<file path="src/rtl/sp_fifo_pkg.sv">
// Shared types for the single-port-RAM FIFO controller: RAM op encoding,
// arbitration priority states and the RAM depth helper.
package sp_fifo_pkg;

  typedef enum logic [1:0] {
    OP_IDLE = 2'd0,
    OP_WR   = 2'd1,
    OP_RD   = 2'd2
  } op_e;

  typedef enum logic {
    PRIO_WR = 1'b0,
    PRIO_RD = 1'b1
  } prio_e;

  function automatic int unsigned fifo_depth(input int unsigned addr_width);
    return 32'd1 << addr_width;
  endfunction

endpackage

</file>
<file path="src/rtl/sp_fifo_skid.sv">
// Two-entry in-order output buffer giving first-word-fall-through on the
// read side of the FIFO controller. Caller never pushes into a full buffer.
module sp_fifo_skid #(
  parameter int DATA_WIDTH = 8
) (
  input  logic                  clk,
  input  logic                  reset_n,
  input  logic                  push_i,
  input  logic [DATA_WIDTH-1:0] push_data_i,
  input  logic                  pop_i,
  output logic [1:0]            count_o,
  output logic [DATA_WIDTH-1:0] head_o
);

  logic [1:0]            cnt_q, cnt_d;
  logic [DATA_WIDTH-1:0] head_q, head_d;
  logic [DATA_WIDTH-1:0] tail_q, tail_d;

  // NOTE: every variable gets a default before the case, otherwise the
  // unlisted push/pop combinations would infer latches.
  always_comb begin
    cnt_d  = cnt_q;
    head_d = head_q;
    tail_d = tail_q;
    case ({push_i, pop_i})
      2'b10: begin
        if (cnt_q == 2'd0) head_d = push_data_i;
        else               tail_d = push_data_i;
        cnt_d = cnt_q + 2'd1;
      end
      2'b01: begin
        head_d = tail_q;
        cnt_d  = cnt_q - 2'd1;
      end
      2'b11: begin
        if (cnt_q == 2'd2) begin
          head_d = tail_q;
          tail_d = push_data_i;
        end else begin
          head_d = push_data_i;
        end
      end
      default: ;
    endcase
  end

  // NOTE: state registers use non-blocking assignments so all flops update
  // together at the edge regardless of block ordering.
  always_ff @(posedge clk or negedge reset_n) begin
    if (!reset_n) cnt_q <= 2'd0;
    else          cnt_q <= cnt_d;
  end

  // NOTE: data entries carry no reset; the count alone defines validity, so
  // resetting the storage would only cost reset routing.
  always_ff @(posedge clk) begin
    head_q <= head_d;
    tail_q <= tail_d;
  end

  assign count_o = cnt_q;
  assign head_o  = head_q;

endmodule

</file>
<file path="src/rtl/sp_ram_fifo_ctrl.sv">
// FIFO controller time-sharing one synchronous single-port RAM between writes
// and reads. Define SP_FIFO_LEVEL_EN to add the level/almost_full outputs.
module sp_ram_fifo_ctrl
  import sp_fifo_pkg::*;
#(
  parameter int DATA_WIDTH = 8,
  parameter int ADDR_WIDTH = 10
`ifdef SP_FIFO_LEVEL_EN
  ,
  parameter int AF_THRESH  = int'(fifo_depth(ADDR_WIDTH)) - 2
`endif
) (
  input  logic                  clk,
  input  logic                  reset_n,
  input  logic                  in_valid,
  output logic                  in_ready,
  input  logic [DATA_WIDTH-1:0] in_data,
  output logic                  out_valid,
  input  logic                  out_ready,
  output logic [DATA_WIDTH-1:0] out_data,
  output logic                  ram_we,
  output logic [ADDR_WIDTH-1:0] ram_addr,
  output logic [DATA_WIDTH-1:0] ram_d,
  input  logic [DATA_WIDTH-1:0] ram_q
`ifdef SP_FIFO_LEVEL_EN
  ,
  output logic [ADDR_WIDTH+1:0] level,
  output logic                  almost_full
`endif
);

  localparam int                  DEPTH     = int'(fifo_depth(ADDR_WIDTH));
  localparam logic [ADDR_WIDTH:0] DEPTH_CNT = (ADDR_WIDTH+1)'(DEPTH);

  logic [ADDR_WIDTH-1:0] wr_ptr_q, wr_ptr_d;
  logic [ADDR_WIDTH-1:0] rd_ptr_q, rd_ptr_d;
  logic [ADDR_WIDTH:0]   ram_cnt_q, ram_cnt_d;
  logic                  inflight_q, inflight_d;
  prio_e                 prio_q, prio_d;
  logic                  rst_done_q;

  logic [1:0] skid_cnt;
  logic       full;
  logic       rd_want;
  logic       contention;
  logic       pop;
  op_e        op;

  // A read is only issued if the skid can absorb it together with any read
  // whose data is still on its way back from the RAM.
  always_comb begin
    full       = (ram_cnt_q == DEPTH_CNT);
    rd_want    = (ram_cnt_q != '0) &&
                 (({1'b0, skid_cnt} + {2'b00, inflight_q}) < 3'd2);
    in_ready   = rst_done_q && !full && !(rd_want && (prio_q == PRIO_RD));
    contention = in_valid && rd_want && !full;
  end

  always_comb begin
    op = OP_IDLE;
    if (in_valid && in_ready) op = OP_WR;
    else if (rd_want)         op = OP_RD;
  end

  // Datapath next-state and RAM port drive for the selected op.
  always_comb begin
    wr_ptr_d   = wr_ptr_q;
    rd_ptr_d   = rd_ptr_q;
    ram_cnt_d  = ram_cnt_q;
    inflight_d = 1'b0;
    ram_we     = 1'b0;
    ram_addr   = '0;
    case (op)
      OP_WR: begin
        ram_we    = 1'b1;
        ram_addr  = wr_ptr_q;
        wr_ptr_d  = wr_ptr_q + 1'b1;
        ram_cnt_d = ram_cnt_q + 1'b1;
      end
      OP_RD: begin
        ram_addr   = rd_ptr_q;
        rd_ptr_d   = rd_ptr_q + 1'b1;
        ram_cnt_d  = ram_cnt_q - 1'b1;
        inflight_d = 1'b1;
      end
      default: ;
    endcase
  end

  // Arbitration FSM: the owner wins a contended cycle, then ownership flips.
  always_comb begin
    prio_d = prio_q;
    if (contention) prio_d = (prio_q == PRIO_WR) ? PRIO_RD : PRIO_WR;
  end

  always_ff @(posedge clk or negedge reset_n) begin
    if (!reset_n) begin
      wr_ptr_q   <= '0;
      rd_ptr_q   <= '0;
      ram_cnt_q  <= '0;
      inflight_q <= 1'b0;
      prio_q     <= PRIO_WR;
      rst_done_q <= 1'b0;
    end else begin
      wr_ptr_q   <= wr_ptr_d;
      rd_ptr_q   <= rd_ptr_d;
      ram_cnt_q  <= ram_cnt_d;
      inflight_q <= inflight_d;
      prio_q     <= prio_d;
      rst_done_q <= 1'b1;
    end
  end

  assign ram_d = in_data;
  assign pop   = out_valid && out_ready;

  sp_fifo_skid #(
    .DATA_WIDTH (DATA_WIDTH)
  ) u_skid (
    .clk         (clk),
    .reset_n     (reset_n),
    .push_i      (inflight_q),
    .push_data_i (ram_q),
    .pop_i       (pop),
    .count_o     (skid_cnt),
    .head_o      (out_data)
  );

  assign out_valid = (skid_cnt != 2'd0);

`ifdef SP_FIFO_LEVEL_EN
  always_comb begin
    level       = {1'b0, ram_cnt_q} + (ADDR_WIDTH+2)'(inflight_q) +
                  (ADDR_WIDTH+2)'(skid_cnt);
    almost_full = (level >= (ADDR_WIDTH+2)'(AF_THRESH));
  end
`endif

endmodule

</file>
<file path="config.mk">
export PLATFORM = sky130hd
export DESIGN_NAME = sp_ram_fifo_ctrl
export DESIGN_NICKNAME = d
export VERILOG_FILES = /design/src/rtl/sp_fifo_pkg.sv /design/src/rtl/sp_fifo_skid.sv /design/src/rtl/sp_ram_fifo_ctrl.sv
export SDC_FILE = /design/constraint.sdc
export NUM_CORES = 1
export LEC_CHECK = 0
export BUFFER_PORTS_ARGS = -buffer_cell sky130_fd_sc_hd__clkbuf_2
export CAP_MARGIN = 20
export CORE_MARGIN = 5
export CORE_UTILIZATION = 50
export DETAILED_ROUTE_END_ITERATION = 8
export MAX_ROUTING_LAYER = met4
export PLACE_DENSITY = 0.72
export REMOVE_ABC_BUFFERS = 1
export SETUP_SLACK_MARGIN = 0.05
export SYNTH_ARGS = -nofsm -noshare
export SYNTH_HDL_FRONTEND = slang
export SYNTH_SLANG_ARGS = --single-unit
</file>
<file path="constraint.sdc">
create_clock -name clk -period 3.6 [get_ports clk]
set_input_delay 0.9 -clock clk [delete_from_list [all_inputs] [get_ports clk]]
set_output_delay 0.9 -clock clk [all_outputs]
set_load 0.02 [all_outputs]
</file>
Yosys cells after proc, flatten, opt, wreduce, memory -nomap -nowiden
Index checks and enable logic that the tools add are counted.

Bits in registers: 52. Output and inout port bits: 29. Logic and storage cells: 60.

$add $sub $neg: 7. Order comparisons: 1. Equal/unequal tests: 10. Mux-type cells: 14. Reduce and logical (&&, ||, !) cells: 19.

Operators with widths (number): 2-to-1 mux 8 bit (4); case mux 8 bit (3 select lines) (1); case mux 11 bit (2 select lines) (1); adder 10 x 1 -> 10 bit, second input constant (2); case mux 10 bit (2 select lines) (1); case mux 8 bit (2 select lines) (1); adder 11 x 1 -> 11 bit, second input constant (1); == test 11 bit, second input constant (1); nonzero test 11 bit (1); subtractor 11 x 1 -> 11 bit, second input constant (1); == test 2 bit, second input constant (4); logical AND 1 bit (8); nonzero test 2 bit (4); == test 2 x 1 -> 1 bit, second input constant (2); 2-to-1 mux 2 bit (2); != test 2 x 1 -> 1 bit, second input constant (2); case mux 2 bit (2 select lines) (1); adder 2 x 1 -> 3 bit (1); less-than comparator 3 x 2 -> 1 bit, second input constant (1); 2-to-1 mux 1 bit (3); AND reduction 3 bit (1); nonzero test 3 bit (1); adder 2 x 1 -> 2 bit, second input constant (1); zero test 1 bit (2); 4 further kinds (4).

Logic depth before layout (Yosys ltp)
Depth in word-level cells: 10. Gate-level depth with buffers: 13. Gate-level depth less buffers: 11.

Modules after synthesis
Synthesis repeated with hierarchy kept, for this count alone.

Cells, all modules: 273. Area total of the unflattened synthesis: 2914.0 µm².

Modules (own cells, without submodules): sp_ram_fifo_ctrl (times used 1, cells an instance 230, area each 2160.8 µm²); sp_fifo_skid (times used 1, cells an instance 43, area each 753.2 µm²).

Least setup slack after synthesis
OpenSTA, ideal clock, no wires.

Kind: input to register. From: input port in_valid. To: register ram_cnt_q[10]. Library setup time: 0.080 ns. Data arrival time: 3.042 ns. Required time: 3.520 ns. Path slack: 0.478 ns. Stages: 12. Path buffers: 1. Cell sequence: nand2_1 o21ai_2 mux2i_4 buf_4 inv_1 fa_1 nor2b_1 o31a_1 o21ai_0 o21ai_0 mux2i_1 xnor2_1.

Cells in the longest elaborated chain, start to end: 4. Elaborated cells between the ends (all ways): 6. Those cells by class: 2 x eq/ne; 2 x mux; 2 x reduce/logical.

Ends and longest elaborated chain: from (decl) (RTL line sp_ram_fifo_ctrl.sv:15) `input logic in_valid,`; logical AND 1 bit (*) (RTL line sp_ram_fifo_ctrl.sv:61) `if (in_valid && in_ready) op = OP_WR;`; 2-to-1 mux 2 bit (*) (RTL line sp_ram_fifo_ctrl.sv:61); == test 2 bit / == test 2 x 1 -> 1 bit (equally long branches) (RTL line sp_ram_fifo_ctrl.sv:73) `case (op)`; case mux 11 bit (2 select lines) / nonzero test 2 bit (equally long branches); to (signal assigned) (RTL line sp_ram_fifo_ctrl.sv:107) `ram_cnt_q <= ram_cnt_d;`; to (decl) (RTL line sp_ram_fifo_ctrl.sv:37) `logic [ADDR_WIDTH:0] ram_cnt_q, ram_cnt_d;`.

Every way passes the cells marked *; elsewhere a longest branch is shown, timed or not. A chain may end at the register's enable or synchronous reset.

Final worst setup path
From: register ram_cnt_q[1]. To: output port ram_addr[2].

Cells in the longest elaborated chain, start to end: 9. Elaborated cells between the ends (all ways): 14. Those cells by class: 3 x eq/ne; 3 x mux; 8 x reduce/logical.

Ends and longest elaborated chain: nonzero test 11 bit (RTL line sp_ram_fifo_ctrl.sv:53) `rd_want = (ram_cnt_q != '0) &&`; logical AND 1 bit (RTL line sp_ram_fifo_ctrl.sv:53); logical AND 1 bit (RTL line sp_ram_fifo_ctrl.sv:55) `in_ready = rst_done_q && !full && !(rd_want && (prio_q == PRIO_RD));`; zero test 1 bit (RTL line sp_ram_fifo_ctrl.sv:55); logical AND 1 bit (RTL line sp_ram_fifo_ctrl.sv:55); logical AND 1 bit (RTL line sp_ram_fifo_ctrl.sv:61); 2-to-1 mux 2 bit (*) (RTL line sp_ram_fifo_ctrl.sv:61); == test 2 bit / == test 2 x 1 -> 1 bit (equally long branches) (RTL line sp_ram_fifo_ctrl.sv:73); case mux 10 bit (2 select lines) (*) (RTL line sp_ram_fifo_ctrl.sv:73); to (decl) (RTL line sp_ram_fifo_ctrl.sv:22) `output logic [ADDR_WIDTH-1:0] ram_addr,`.

Marked as above.

==> impl_metrics.json <==
{
  "status": "finished clean",
  "cts_buffer_depth": 2,
  "core_area_mm2": 0.00547,
  "worstPathArrival_ps": 2500,
  "worstReg2RegStart": "ram_cnt_q[1]",
  "dieArea_mm2": 0.00722,
  "grt_pass1_wl_mm": 8.80,
  "r2r_end": "ram_cnt_q[10]",
  "drt-total-wl_mm": 4.92,
  "num-nets-final": 311,
  "critPathSlowestCell": "mux2i_4",
  "clock_sinks": 52,
  "timing.final.ws_setup_ps": 203,
  "ant_nets": 0,
  "crit_required_ps": 2700,
  "die_w_um": 85.0,
  "ff2ff_setup_slack_ps": 400,
  "synth_edf_count": 16,
  "antenna_cells": 0,
  "cts_max_level": 2,
  "clkLatencyLatePin_ps": 300,
  "dpl.cell_count": 340,
  "ys_dominant_reg_cell": "dfrtp_1",
  "vias_per_cell": 5.34,
  "power.density_mw_per_mm2": 995,
  "setup_violations": 0,
  "maxCapViolCount": 0,
  "num_rows": 27,
  "post-synth-top-area-fraction_pct": 32.1,
  "first_iter_violations": 60,
  "finalHoldViolCount": 0,
  "setup_tns_ps": 0,
  "cts_tree": "done",
  "worst_slew_pin_slew_ps": 887,
  "cts_hold_buf": 0,
  "seq_area_frac_synth_pct": 49.2,
  "pin_count": 49,
  "gp_congestion": 0.808,
  "numCtsBuffers": 5,
  "startpoint_type": "register",
  "relSlewSlack_pct": 40.9,
  "final-instance-count-excl-fill": 349,
  "synth.distinct_cells": 45,
  "path_cells": "nor4_2, and3_4, mux2i_4, buf_4, a22o_1, clkbuf_2",
  "die_h_um": 85.0,
  "min_period_over_period_pct": 94.4,
  "drc": 0,
  "max_stage_delay_ps": 450,
  "critPathMaxFanout": 15,
  "crit_end": "ram_addr[2]",
  "track_usage_pct": 15.4,
  "initial_core_util_pct": 51.3,
  "synthArstFlopShare_pct": 69.2,
  "skew_ps": 3.03,
  "antenna_found_initial": 0,
  "final.min_clock_period_ps": 3400,
  "clk_pin_slew_worst_paths_ps": 90,
  "io_buffers": 32,
  "post-route-util_pct": 55.9,
  "layout_common_cells": "dfrtp_1 (36), clkbuf_2 (33), nand2_1 (25), a22o_1 (17), xnor2_1 (17)",
  "wl_per_cell_um": 14.1,
  "dp_slack_ps": 328,
  "dpl.hpwl_mm": 3.68,
  "synth.largest_area_cell": "dfrtp_1",
  "syn-cell-area_mm2": 0.00281,
  "grt_pass1_vias": 1823,
  "ir_worst_vdd_mv": 0.592,
  "worstSetupEndpointType": "primary output",
  "startpoint": "ram_cnt_q[1]",
  "root_buffer": "clkbuf_8",
  "syn2layout_area_growth_pct": 8.90,
  "layout-drive-gt1-share_pct": 19.5,
  "p_leak_nw": 1.36,
  "synth_area_leaders": "dfrtp_1 (32%), edfxtp_1 (17%), ha_1 (6.2%), a22o_1 (5.3%), xnor2_1 (5.3%)",
  "fin_total_pwr_mw": 3.04,
  "grt_max_degree": 37,
  "final_common_cell": "dfrtp_1",
  "drv_slew": 0,
  "rsz0062_at_grt": "false",
  "fmax_mhz": 294,
  "avgSynthCellArea_um2": 11.3,
  "vias": 1863,
  "reg2regPathDepth": 11,
  "ys_warn_count": 0,
  "min_path_type": "register to register",
  "grt_overflow": 0,
  "drt_first_pass_iters": 4,
  "crit_type": "register to primary output",
  "postSynthCellCount": 248,
  "ys_ff_latch": 52
}
kinds of logic after synthesis:
family                   after synthesis  synth area share, %
AND/OR/NAND/NOR                       68                 12.4
AO/OA/AOI/OAI                         56                 14.8
flip-flops                            52                 49.2
XOR/XNOR                              30                 9.35
buffers and inverters                 21                 4.85
adder cells (fa/ha/maj)               15                 6.95
multiplexers                           5                 2.32
other                                  1                0.133
layer usage:
metal	share of wire, %	vias to the layer above	track usage (%)	wire, um
li1	-	946	-	-
met1	49	868	20.7	2430
met2	44	42	22.4	2170
met3	4.6	7	3.79	226
met4	1.9	0	6.04	92
met5	0	-	-	0
Yosys cell counts (2+ instances only):
library cell  instances
o21ai_1               2
and3_1                6
a2111o_1              2
xnor2_1              17
a211oi_1              2
o21ai_0              13
o31ai_1               2
buf_6                 3
dfrtp_1              36
ha_1                 14
buf_4                 9
xor2_1               13
a22o_1               17
mux2i_1               2
nor3_1                4
nor2_1                9
edfxtp_1             16
nand4_1              10
o21a_1                2
nand2_1              25
nand3_1               4
nand2b_1              3
mux2_2                2
a21oi_1               8
inv_1                 7
final cells by class:
class / instances / area, um^2
clock buffers: 6 / 72.6
inverters: 7 / 26.3
flip-flops and latches: 52 / 1380
multi-input cells: 175 / 1300
clock inverters: 2 / 11.3
fillers: 496 / 2410
repair buffers: 35 / 180
well taps: 72 / 90.1
worst min-delay path by stage:
stage                            from     endpoint  cells past startpoint
after CTS                 rd_ptr_q[9]  rd_ptr_q[9]                      1
after global routing      wr_ptr_q[9]  wr_ptr_q[9]                      1
final                     wr_ptr_q[9]  wr_ptr_q[9]                      1
after global placement    wr_ptr_q[9]  wr_ptr_q[9]                      1
after floorplan           rd_ptr_q[9]  rd_ptr_q[9]                      1
after detailed placement  rd_ptr_q[9]  rd_ptr_q[9]                      1
stage by stage:
stage               hold WS [ps]  instance area [um^2]
detailed placement           478                  2970
floorplan                    442                  2700
finish                       486                  3060
global placement             471                  2970
CTS                          496                  3050
global route                 525                  3060
worst max-delay path, delay by kind of cell, from the launching register on:
kind / cells / cell delay [ps]
AO/OA/AOI/OAI: 1 / 200
buffers and inverters: 2 / 480
flip-flops: 1 / 440
multiplexers: 1 / 450
AND/OR/NAND/NOR: 2 / 620
what timing repair did:
action	CTS	global route
hold endpoints to repair	0	0
resized for setup	0	1
buffers inserted	0	0
endpoints found under the setup margin	0	10
sequential cells by signal, indices dropped and copies added, names as in the netlist:
name	cells
inflight_q	1
rst_done_q	1
rd_ptr_q	10
u_skid.tail_q	8
u_skid.count_o	2
wr_ptr_q	10
u_skid.head_o	8
prio_q	1
ram_cnt_q	11
power by group:
part | internal (mW) | leakage [nW] | total (mW) | switching, mW
Sequential | 0.878 | 0.605 | 1.10 | 0.224
Clock | 0.135 | 0.0388 | 0.320 | 0.185
Combinational | 0.703 | 0.716 | 1.62 | 0.918
Power figures use the tool's default switching activity.
